===== config.mk =====
export PLATFORM = sky130hd
export DESIGN_NAME = dram_read_master
export DESIGN_NICKNAME = d
export VERILOG_FILES = /design/src/rtl/dram_read_master.sv
export SDC_FILE = /design/constraint.sdc
export NUM_CORES = 1
export LEC_CHECK = 0
export ABC_AREA = 1
export CORE_ASPECT_RATIO = 0.8
export CORE_UTILIZATION = 30
export CTS_CLUSTER_SIZE = 40
export DETAILED_ROUTE_END_ITERATION = 10
export DONT_BUFFER_PORTS = 1
export GPL_TIMING_DRIVEN = 0
export HOLD_SLACK_MARGIN = 0.03
export PLACE_DENSITY = 0.48
export SLEW_MARGIN = 15
export SYNTH_ARGS = -nofsm -noshare
export SYNTH_HDL_FRONTEND = slang
export SYNTH_SLANG_ARGS = --single-unit
export TNS_END_PERCENT = 20

===== constraint.sdc =====
create_clock -name clk_pixel -period 3.4 [get_ports clk_pixel]
set_input_delay 0.68 -clock clk_pixel [delete_from_list [all_inputs] [get_ports clk_pixel]]
set_output_delay 0.68 -clock clk_pixel [all_outputs]
set_load 0.03 [all_outputs]

===== src/rtl/dram_read_master.sv =====
// ----------------------------------------------------------------------------
// dram_read_master
//
// Purpose:
//   Takes single-cycle read requests (byte address + beat count) from the
//   pixel-domain image sender and turns them into AXI4 INCR read bursts.
//   A request that would cross a 4 KB page is split into several bursts.
//   Only one burst is outstanding at a time. Returned beats are forwarded
//   one cycle after their R handshake as a data/valid stream. Protocol
//   problems are recorded in sticky error flags.
//
// Ports:
//   clk_pixel, dram_reader_resetn   clock and asynchronous active-low reset
//   dram_read_addr/len/en           request: byte address, beats-1, strobe
//   dram_read_busy                  request in progress (registered)
//   dram_read_data/_valid           returned beat and its one-cycle qualifier
//   m_axi_ar*                       AXI read address channel
//   m_axi_r*                        AXI read data channel
//   read_error                      sticky: [0] bad RRESP, [1] RLAST mismatch,
//                                   [2] request dropped while busy
//   error_clear                     synchronous clear of read_error
// ----------------------------------------------------------------------------
module dram_read_master #(
  parameter int DRAM_ADDR_WIDTH = 39,
  parameter int DRAM_DATA_WIDTH = 128
) (
  input  logic                       clk_pixel,
  input  logic                       dram_reader_resetn,
  input  logic [DRAM_ADDR_WIDTH-1:0] dram_read_addr,
  input  logic [7:0]                 dram_read_len,
  input  logic                       dram_read_en,
  output logic                       dram_read_busy,
  output logic [DRAM_DATA_WIDTH-1:0] dram_read_data,
  output logic                       dram_read_data_valid,
  output logic [DRAM_ADDR_WIDTH-1:0] m_axi_araddr,
  output logic [7:0]                 m_axi_arlen,
  output logic [2:0]                 m_axi_arsize,
  output logic [1:0]                 m_axi_arburst,
  output logic                       m_axi_arvalid,
  input  logic                       m_axi_arready,
  input  logic [DRAM_DATA_WIDTH-1:0] m_axi_rdata,
  input  logic [1:0]                 m_axi_rresp,
  input  logic                       m_axi_rlast,
  input  logic                       m_axi_rvalid,
  output logic                       m_axi_rready,
  output logic [2:0]                 read_error,
  input  logic                       error_clear
);

  localparam int BPB = DRAM_DATA_WIDTH / 8;
  localparam int LSB = $clog2(BPB);
  localparam logic [DRAM_ADDR_WIDTH-1:0] ALIGN_MASK = ~DRAM_ADDR_WIDTH'(BPB - 1);

  typedef enum logic [1:0] {IDLE, ADDR, DATA} state_t;

  state_t                     state;
  logic [DRAM_ADDR_WIDTH-1:0] cur_addr;
  logic [8:0]                 remaining;
  logic [8:0]                 beat_cnt;

  logic [DRAM_ADDR_WIDTH-1:0] req_addr;
  logic [8:0]                 req_beats;
  logic [8:0]                 first_beats;
  logic [8:0]                 next_beats;
  logic [8:0]                 issued_beats;
  logic                       beat_fire;
  logic                       drop_req;
  logic [2:0]                 err_set;

  // Beats that fit in a burst: the smaller of what is left and what remains
  // of the current 4 KB page. A page-aligned address gives the full page.
  function automatic logic [8:0] burst_beats(input logic [11:0] page_off,
                                             input logic [8:0]  left);
    logic [12:0] room_bytes;
    logic [12:0] room;
    room_bytes = 13'd4096 - {1'b0, page_off};
    room       = room_bytes >> LSB;
    if ({4'b0, left} < room) return left;
    else                     return 9'(room);
  endfunction

  assign m_axi_arsize  = 3'(LSB);
  assign m_axi_arburst = 2'b01;

  assign req_addr     = dram_read_addr & ALIGN_MASK;
  assign req_beats    = {1'b0, dram_read_len} + 9'd1;
  assign first_beats  = burst_beats(req_addr[11:0], req_beats);
  assign next_beats   = burst_beats(cur_addr[11:0], remaining);
  assign issued_beats = {1'b0, m_axi_arlen} + 9'd1;
  assign beat_fire    = m_axi_rvalid && m_axi_rready;
  assign drop_req     = dram_read_en && (state != IDLE);

  // The beat counter, not RLAST, decides where a burst ends; RLAST is only
  // checked against it.
  assign err_set = {drop_req,
                    beat_fire && (m_axi_rlast != (beat_cnt == 9'd1)),
                    beat_fire && (m_axi_rresp != 2'b00)};

  // Request sequencer. Every AXI and requester-facing output is registered
  // here; araddr/arlen/arvalid are only written when entering ADDR so they
  // stay stable until the handshake.
  always_ff @(posedge clk_pixel or negedge dram_reader_resetn) begin
    if (!dram_reader_resetn) begin
      state                <= IDLE;
      cur_addr             <= '0;
      remaining            <= '0;
      beat_cnt             <= '0;
      dram_read_busy       <= 1'b0;
      dram_read_data       <= '0;
      dram_read_data_valid <= 1'b0;
      m_axi_araddr         <= '0;
      m_axi_arlen          <= '0;
      m_axi_arvalid        <= 1'b0;
      m_axi_rready         <= 1'b0;
    end else begin
      dram_read_data_valid <= beat_fire;
      if (beat_fire) dram_read_data <= m_axi_rdata;

      case (state)
        IDLE: begin
          if (dram_read_en) begin
            cur_addr       <= req_addr;
            remaining      <= req_beats;
            m_axi_araddr   <= req_addr;
            m_axi_arlen    <= 8'(first_beats - 9'd1);
            m_axi_arvalid  <= 1'b1;
            dram_read_busy <= 1'b1;
            state          <= ADDR;
          end
        end

        ADDR: begin
          if (m_axi_arvalid && m_axi_arready) begin
            cur_addr      <= cur_addr + (DRAM_ADDR_WIDTH'(issued_beats) << LSB);
            remaining     <= remaining - issued_beats;
            beat_cnt      <= issued_beats;
            m_axi_arvalid <= 1'b0;
            m_axi_rready  <= 1'b1;
            state         <= DATA;
          end
        end

        DATA: begin
          if (beat_fire) begin
            beat_cnt <= beat_cnt - 9'd1;
            if (beat_cnt == 9'd1) begin
              m_axi_rready <= 1'b0;
              if (remaining != 9'd0) begin
                m_axi_araddr  <= cur_addr;
                m_axi_arlen   <= 8'(next_beats - 9'd1);
                m_axi_arvalid <= 1'b1;
                state         <= ADDR;
              end else begin
                dram_read_busy <= 1'b0;
                state          <= IDLE;
              end
            end
          end
        end

        default: state <= IDLE;
      endcase
    end
  end

  // Sticky error flags; a new event in the same cycle as error_clear wins.
  always_ff @(posedge clk_pixel or negedge dram_reader_resetn) begin
    if (!dram_reader_resetn) begin
      read_error <= 3'b000;
    end else begin
      read_error <= (error_clear ? 3'b000 : read_error) | err_set;
    end
  end

endmodule


Word level (Yosys, flattened, before mapping):

Index checks and enable logic that the tools add are counted.

* add/sub/neg operators: 9
* order comparisons: 2
* equal/unequal tests: 10
* multiplexer cells: 41
* bitwise gates (word level): 1
* reductions and logical operators: 20

Operators by type and width (number)
* two-way mux 39 bit: 5
* one-hot mux 39 bit (2 select lines): 2
* two-way mux 8 bit: 6
* adder 39 x 13 -> 39 bit: 1
* two-way mux 9 bit: 4
* one-hot mux 9 bit (2 select lines): 2
* subtractor 13 x 12 -> 13 bit, first input constant: 2
* adder 8 x 1 -> 9 bit, second input constant: 2
* less-than comparator 9 bit: 2
* one-hot mux 8 bit (2 select lines): 1
* subtractor 8 x 1 -> 8 bit, second input constant: 2
* two-way mux 1 bit: 12
* inequality test 2 bit, second input constant: 6
* AND reduction 5 bit: 2
* nonzero test 2 bit: 5
* equality test 9 x 1 -> 1 bit, second input constant: 1
* nonzero test 9 bit: 1
* subtractor 9 x 1 -> 9 bit, second input constant: 1
* subtractor 9 bit: 1
* two-way mux 2 bit: 4
* AND reduction 4 bit: 2
* one-hot mux 2 bit (3 select lines): 1
* AND reduction 3 bit: 2
* AND reduction 6 bit: 1
* 10 further kinds: 15

* flip-flop bits (word level): 241
* input port bits: 184
* logic and storage cells: 95

Logic depth before layout (Yosys ltp):

Gate-level depths: netlist (run 1).

* depth after elaboration: 8
* mapped depth: 24
* gate-level depth less buffers: 24

Worst setup path after synthesis (run 1):

Ideal clock, no wire load.

* path kind: input-to-reg
* start point: input dram_read_addr[4]
* end point: register m_axi_arlen[6]
* setup time: 117 ps
* data arrival time: 3110 ps
* data required time: 3283 ps
* slack: 173 ps
* stages on the path: 20
* cells stage by stage: inv_1 ha_1 inv_1 nor2_1 nand4_1 or2_2 ha_1 nand2_1 inv_1 a21oi_2 nand3_2 nand2_1 nand3_1 nand2_2 ha_1 nand2_1 nor2_2 nand3_1 nand3_1 nand2_1

* word-level cells in the longest chain between the ends: 6

RTL lines
* from (decl): RTL line 29 `input logic [DRAM_ADDR_WIDTH-1:0] dram_read_addr,`
* subtractor 13 x 12 -> 13 bit (*): RTL line 76 `room_bytes = 13'd4096 - {1'b0, page_off};`
* less-than comparator 9 bit: RTL line 78 `if ({4'b0, left} < room) return left;`
* two-way mux 8 bit (*): RTL line 78
* subtractor 8 x 1 -> 8 bit (*): RTL line 125 `m_axi_arlen <= 8'(first_beats - 9'd1);`
* two-way mux 8 bit (*): RTL line 121 `if (dram_read_en) begin`
* one-hot mux 8 bit (2 select lines) (*): RTL line 119 `case (state)`
* to (signal assigned): RTL line 125
* to (signal assigned): RTL line 150 `m_axi_arlen <= 8'(next_beats - 9'd1);`
* to (decl): RTL line 36 `output logic [7:0] m_axi_arlen,`

Mark *: on every way between the ends. The rest lies on a longest branch, timed or not. The select of a mux whose other input is x is not followed.
A chain may end at the register's enable or synchronous reset.

Worst setup path after layout (run 1):

* start point: register m_axi_arlen[1]
* end point: register cur_addr[26]

* word-level cells in the longest chain between the ends: 4

RTL lines
* adder 8 x 1 -> 9 bit: RTL line 89 `assign issued_beats = {1'b0, m_axi_arlen} + 9'd1;`
* adder 39 x 13 -> 39 bit: RTL line 134 `cur_addr <= cur_addr + (DRAM_ADDR_WIDTH'(issued_beats) << LSB);`
* two-way mux 39 bit: RTL line 133 `if (m_axi_arvalid && m_axi_arready) begin`
* one-hot mux 39 bit (2 select lines): RTL line 119
* to (signal assigned): RTL line 122 `cur_addr <= req_addr;`
* to (signal assigned): RTL line 134
* to (decl): RTL line 57 `logic [DRAM_ADDR_WIDTH-1:0] cur_addr;`

Every way passes these cells. The select of a mux whose other input is x is not followed.

==> flow_metrics.tcl, run 1 <==
set metrics [dict create \
    gp_congestion 0.909 \
    syn_area_um2 12800 \
    layout_worst_path_cycle_share 0.936 \
    end_kind "register" \
    violations "negative hold slack" \
    pre_cts_slack_ns -0.307 \
    postSynthAreaPerCell_um2 7.42 \
    num_antenna_cells 0 \
    synth-seq-cells 234 \
    synthToLayoutAreaGrowth_pct 14.3 \
    first_iter_violations 745 \
    vdd_ir_drop_max_uv 488 \
    ys_seq_area_frac 0.457 \
    crit_cells 16 \
    slew_headroom 0.476 \
    finish.utilization 0.349 \
    cp_cell_sequence "ha_4, nand2_1, nor2_1, nand3_1, nor2_2, ha_1, nand2_1, nor2_2, inv_1, nor3_1, nand2_1, o21ai_1, or2_2, nand3_1, o211ai_1, o21ai_0" \
    place_hpwl_mm 35.3 \
    power.internal_w 0.00829 \
    cp_slowest_cell "dfrtp_2" \
    route.detailed.drc 0 \
    synth_warnings 0 \
    core-area_um2 42000 \
    io_buffers 0 \
    rr_worst_depth 16 \
    drive_above_1_share 0.0849 \
    cts_tree "done" \
    groute.usage.overall 0.209 \
    clock_skew_ns 0.0236 \
    h-tree-depth 1 \
    worstPathMaxFanout 5 \
    finalNetCount 1997 \
    cp-start-kind "register" \
    sw_frac_of_total 0.531 \
    rows 67 \
    clkPwrFrac 0.174 \
    worstPathRequired_ns 3.83 \
    detail_route.vias_per_cell 4.94 \
    fmax_ghz 0.314 \
    routedWlPerCell_um 19.7 \
    ys.flop_type "dfrtp_1" \
    period_needed_ns 3.18 \
    syn_inst 1728 \
    cts_root_buffer "clkbuf_16" \
    status "finished, violations left" \
    grt_pass1_vias 11200 \
    ys_async_sr_fraction 1.00 \
    hold_path.class "in2async" \
    grt.overflow.total 0 \
    dr.pass1.iters 5 \
    path_clk_slew_ns 0.06 \
    rsz0062_at_grt "yes" \
    setup_viol 0 \
    cts_sinks 234 \
    grt_antenna_before_repair 0 \
    crit_buf_inv 1 \
    combPwrFrac 0.393 \
    grt_max_degree 235 \
    initial_utilization 0.305 \
    max_stage_delay_ns 0.54 \
    dieArea_um2 43600 \
    worst_slack_ns 0.219 \
    switchingPower_w 0.00939 \
    grt_pass1_wl_mm 70.3 \
    worstMarginPinSlew_ns 0.786 \
    whs_ns -0.174 \
    crit_arrival_ns 3.61 \
    powerDensity_nw_per_um2 1210 \
    hold_viol 234 \
    die_y_um 187 \
    maxCapViolCount 0 \
    clock_latency_ns 0.58 \
    p_seq_frac 0.433 \
    route.final.wire_length_mm 46.1 \
    leakagePower_nw 7.28 \
    ios 371 \
    drv_slew 0 \
    die_x_um 233 \
    via_count 11600 \
    ant_nets 0 \
    cts_made_buffers 29 \
    clockBufferDepth 3 \
    cpMostUsedCell "nand2_1" \
    critical_path_class "reg2reg" \
    synth.distinct_cells 53 \
    synth_edf_count 0 \
    critical_path.top_delay_family "simple AND/OR/NAND/NOR gates" \
]
## stage by stage
stage	setup TNS [ns]	power, W	area (um2)	instances	hold WS [ns]
detailed placement	-2.35	0.0144	13500	2283	0.393
global placement	-1.07	0.0143	13500	2283	0.394
global route	-0.0756	0.0190	14700	2343	-0.215
CTS	0	0.0176	14500	2335	-0.224
floorplan	0	0.0120	12800	1731	0.384
finish	0	0.0177	14700	2343	-0.174
## path summary, 6_finish.rpt
check	end	slack (ns)	from
max in group asynchronous	cur_addr[4]$_DFFE_PN0P_	3.18	dram_reader_resetn
min in group clk_pixel	dram_read_data[22]$_DFFE_PN0P_	0.22	m_axi_rdata[22]
worst max-delay path	cur_addr[26]$_DFFE_PN0P_	0.22	m_axi_arlen[1]$_DFFE_PN0P_
worst min-delay path	dram_read_data[66]$_DFFE_PN0P_	-0.17	dram_reader_resetn
worst min register to register	beat_cnt[5]$_DFFE_PN0P_	0.53	beat_cnt[5]$_DFFE_PN0P_
worst max register to register	cur_addr[26]$_DFFE_PN0P_	0.22	m_axi_arlen[1]$_DFFE_PN0P_
## metal layers
layer,wire [um],global-route usage,vias up
met5,0,0,-
met4,1010,0.0480,0
met3,3080,0.0453,59
met2,20900,0.330,317
met1,21100,0.292,5601
li1,-,-,5592
## synth_stat cells (3+ instances only)
| master | number | area share |
|---|---|---|
| nand2_1 | 710 | 0.21 |
| dfrtp_1 | 234 | 0.46 |
| nor2_1 | 140 | 0.041 |
| inv_1 | 137 | 0.040 |
| o21ai_0 | 79 | 0.031 |
| nand3_1 | 68 | 0.027 |
| a31oi_1 | 43 | 0.021 |
| ha_1 | 41 | 0.040 |
| clkbuf_1 | 39 | 0.011 |
| a21oi_1 | 36 | 0.014 |
| nand4_1 | 25 | 0.012 |
| xor2_1 | 21 | 0.014 |
| buf_2 | 14 | 0.0055 |
| buf_4 | 13 | 0.0076 |
| o22ai_1 | 13 | 0.0063 |
| nor3_1 | 12 | 0.0047 |
| inv_2 | 10 | 0.0029 |
| o211ai_1 | 9 | 0.0053 |
| o21ai_1 | 9 | 0.0035 |
| buf_1 | 8 | 0.0023 |
| or2_2 | 6 | 0.0029 |
| nor2_4 | 5 | 0.0044 |
| nor3_2 | 5 | 0.0039 |
| nand2_2 | 4 | 0.0020 |
| o21bai_1 | 4 | 0.0023 |
| nand3_2 | 3 | 0.0023 |
| nor3b_1 | 3 | 0.0018 |
## kinds of logic (layout without fill, tap and decap cells)
logic type      count (synthesis)  after routing  synth area share
simple gates                  995            995             0.319
flops                         234            234             0.457
buf+inv                       222            282            0.0702
compound gates                209            209            0.0950
fa+ha+maj                      43             43            0.0431
xor+xnor                       23             23            0.0157
other cells                     2              5          0.000586
## placed cells by master (no fill, tap or decap), types with 3 or more instances in the layout
cell type,Yosys,final
a31oi_1,43,43
clkinvlp_4,0,4
nand2_2,4,8
a21oi_1,36,36
nand4_1,25,25
xor2_2,0,3
ha_1,41,37
o21bai_1,4,4
nand2_1,710,706
xor2_1,21,18
buf_2,14,14
dfrtp_1,234,226
ha_4,0,4
inv_1,137,136
o21ai_0,79,75
nand3_4,1,3
nor2_4,5,5
clkbuf_16,0,29
clkbuf_8,0,3
buf_4,13,21
nor2_2,2,7
inv_2,10,11
nor3_2,5,5
or2_2,6,5
nand3_1,68,67
conb_1,2,5
dfrtp_2,0,8
o22ai_1,13,13
clkbuf_1,39,44
nor3b_1,3,3
o211ai_1,9,9
o21ai_1,9,13
nor2_1,140,135
clkinv_2,0,7
buf_1,8,8
nor3_1,12,11
## registers in the layout (all words and copies together), names as in the netlist
register	cells
m_axi_araddr	36
m_axi_rready	1
read_error	3
dram_read_busy	1
dram_read_data_valid	1
cur_addr	35
remaining	9
m_axi_arlen	8
dram_read_data	128
state	2
beat_cnt	9
m_axi_arvalid	1
## area by class of cell
| type | count | area [um2] |
|---|---|---|
| clock inverters | 15 | 143 |
| fillers | 4517 | 27300 |
| repair buffers | 8 | 60.1 |
| flip-flops and latches | 234 | 5870 |
| multi-input cells | 1275 | 6220 |
| well taps | 552 | 691 |
| clock buffers | 37 | 786 |
| plain buffers | 74 | 344 |
| inverters | 148 | 556 |
## power groups by stage
stage / clock, W / combinational [W] / sequential, W
3_3_place_gp: 0 / 0.00659 / 0.00769
5_1_grt: 0.00330 / 0.00791 / 0.00783
4_1_cts: 0.00319 / 0.00674 / 0.00766
3_5_place_dp: 0 / 0.00670 / 0.00769
6_report: 0.00308 / 0.00694 / 0.00765
2_1_floorplan: 0 / 0.00492 / 0.00706
## what timing repair did
| action | CTS | global route |
|---|---|---|
| setup buffers | 0 | 8 |
| gates resized for setup | 9 | 29 |
| endpoints found under the hold margin | 234 | 234 |
| endpoints found under the setup margin | 16 | 28 |
| pin swaps | 0 | 4 |
No activity file was read; power rests on OpenSTA's default activity.
==> run 2, diff against run 1 <==
--- a/config.mk
+++ b/config.mk
@@ -18,4 +18,4 @@
 export SYNTH_ARGS = -nofsm -noshare
 export SYNTH_HDL_FRONTEND = slang
 export SYNTH_SLANG_ARGS = --single-unit
-export TNS_END_PERCENT = 20
+export TNS_END_PERCENT = 50
==> results of run 2 <==
Final layout, timing and power as in run 1 (identical DEF).
==> run 3, diff against run 2 <==
--- a/config.mk
+++ b/config.mk
@@ -6,6 +6,7 @@
 export NUM_CORES = 1
 export LEC_CHECK = 0
 export ABC_AREA = 1
+export ABC_CLOCK_PERIOD_IN_PS = 3400
 export CORE_ASPECT_RATIO = 0.8
 export CORE_UTILIZATION = 30
 export CTS_CLUSTER_SIZE = 40
==> results of run 3 <==
Final layout, timing and power as in run 1 (identical DEF).
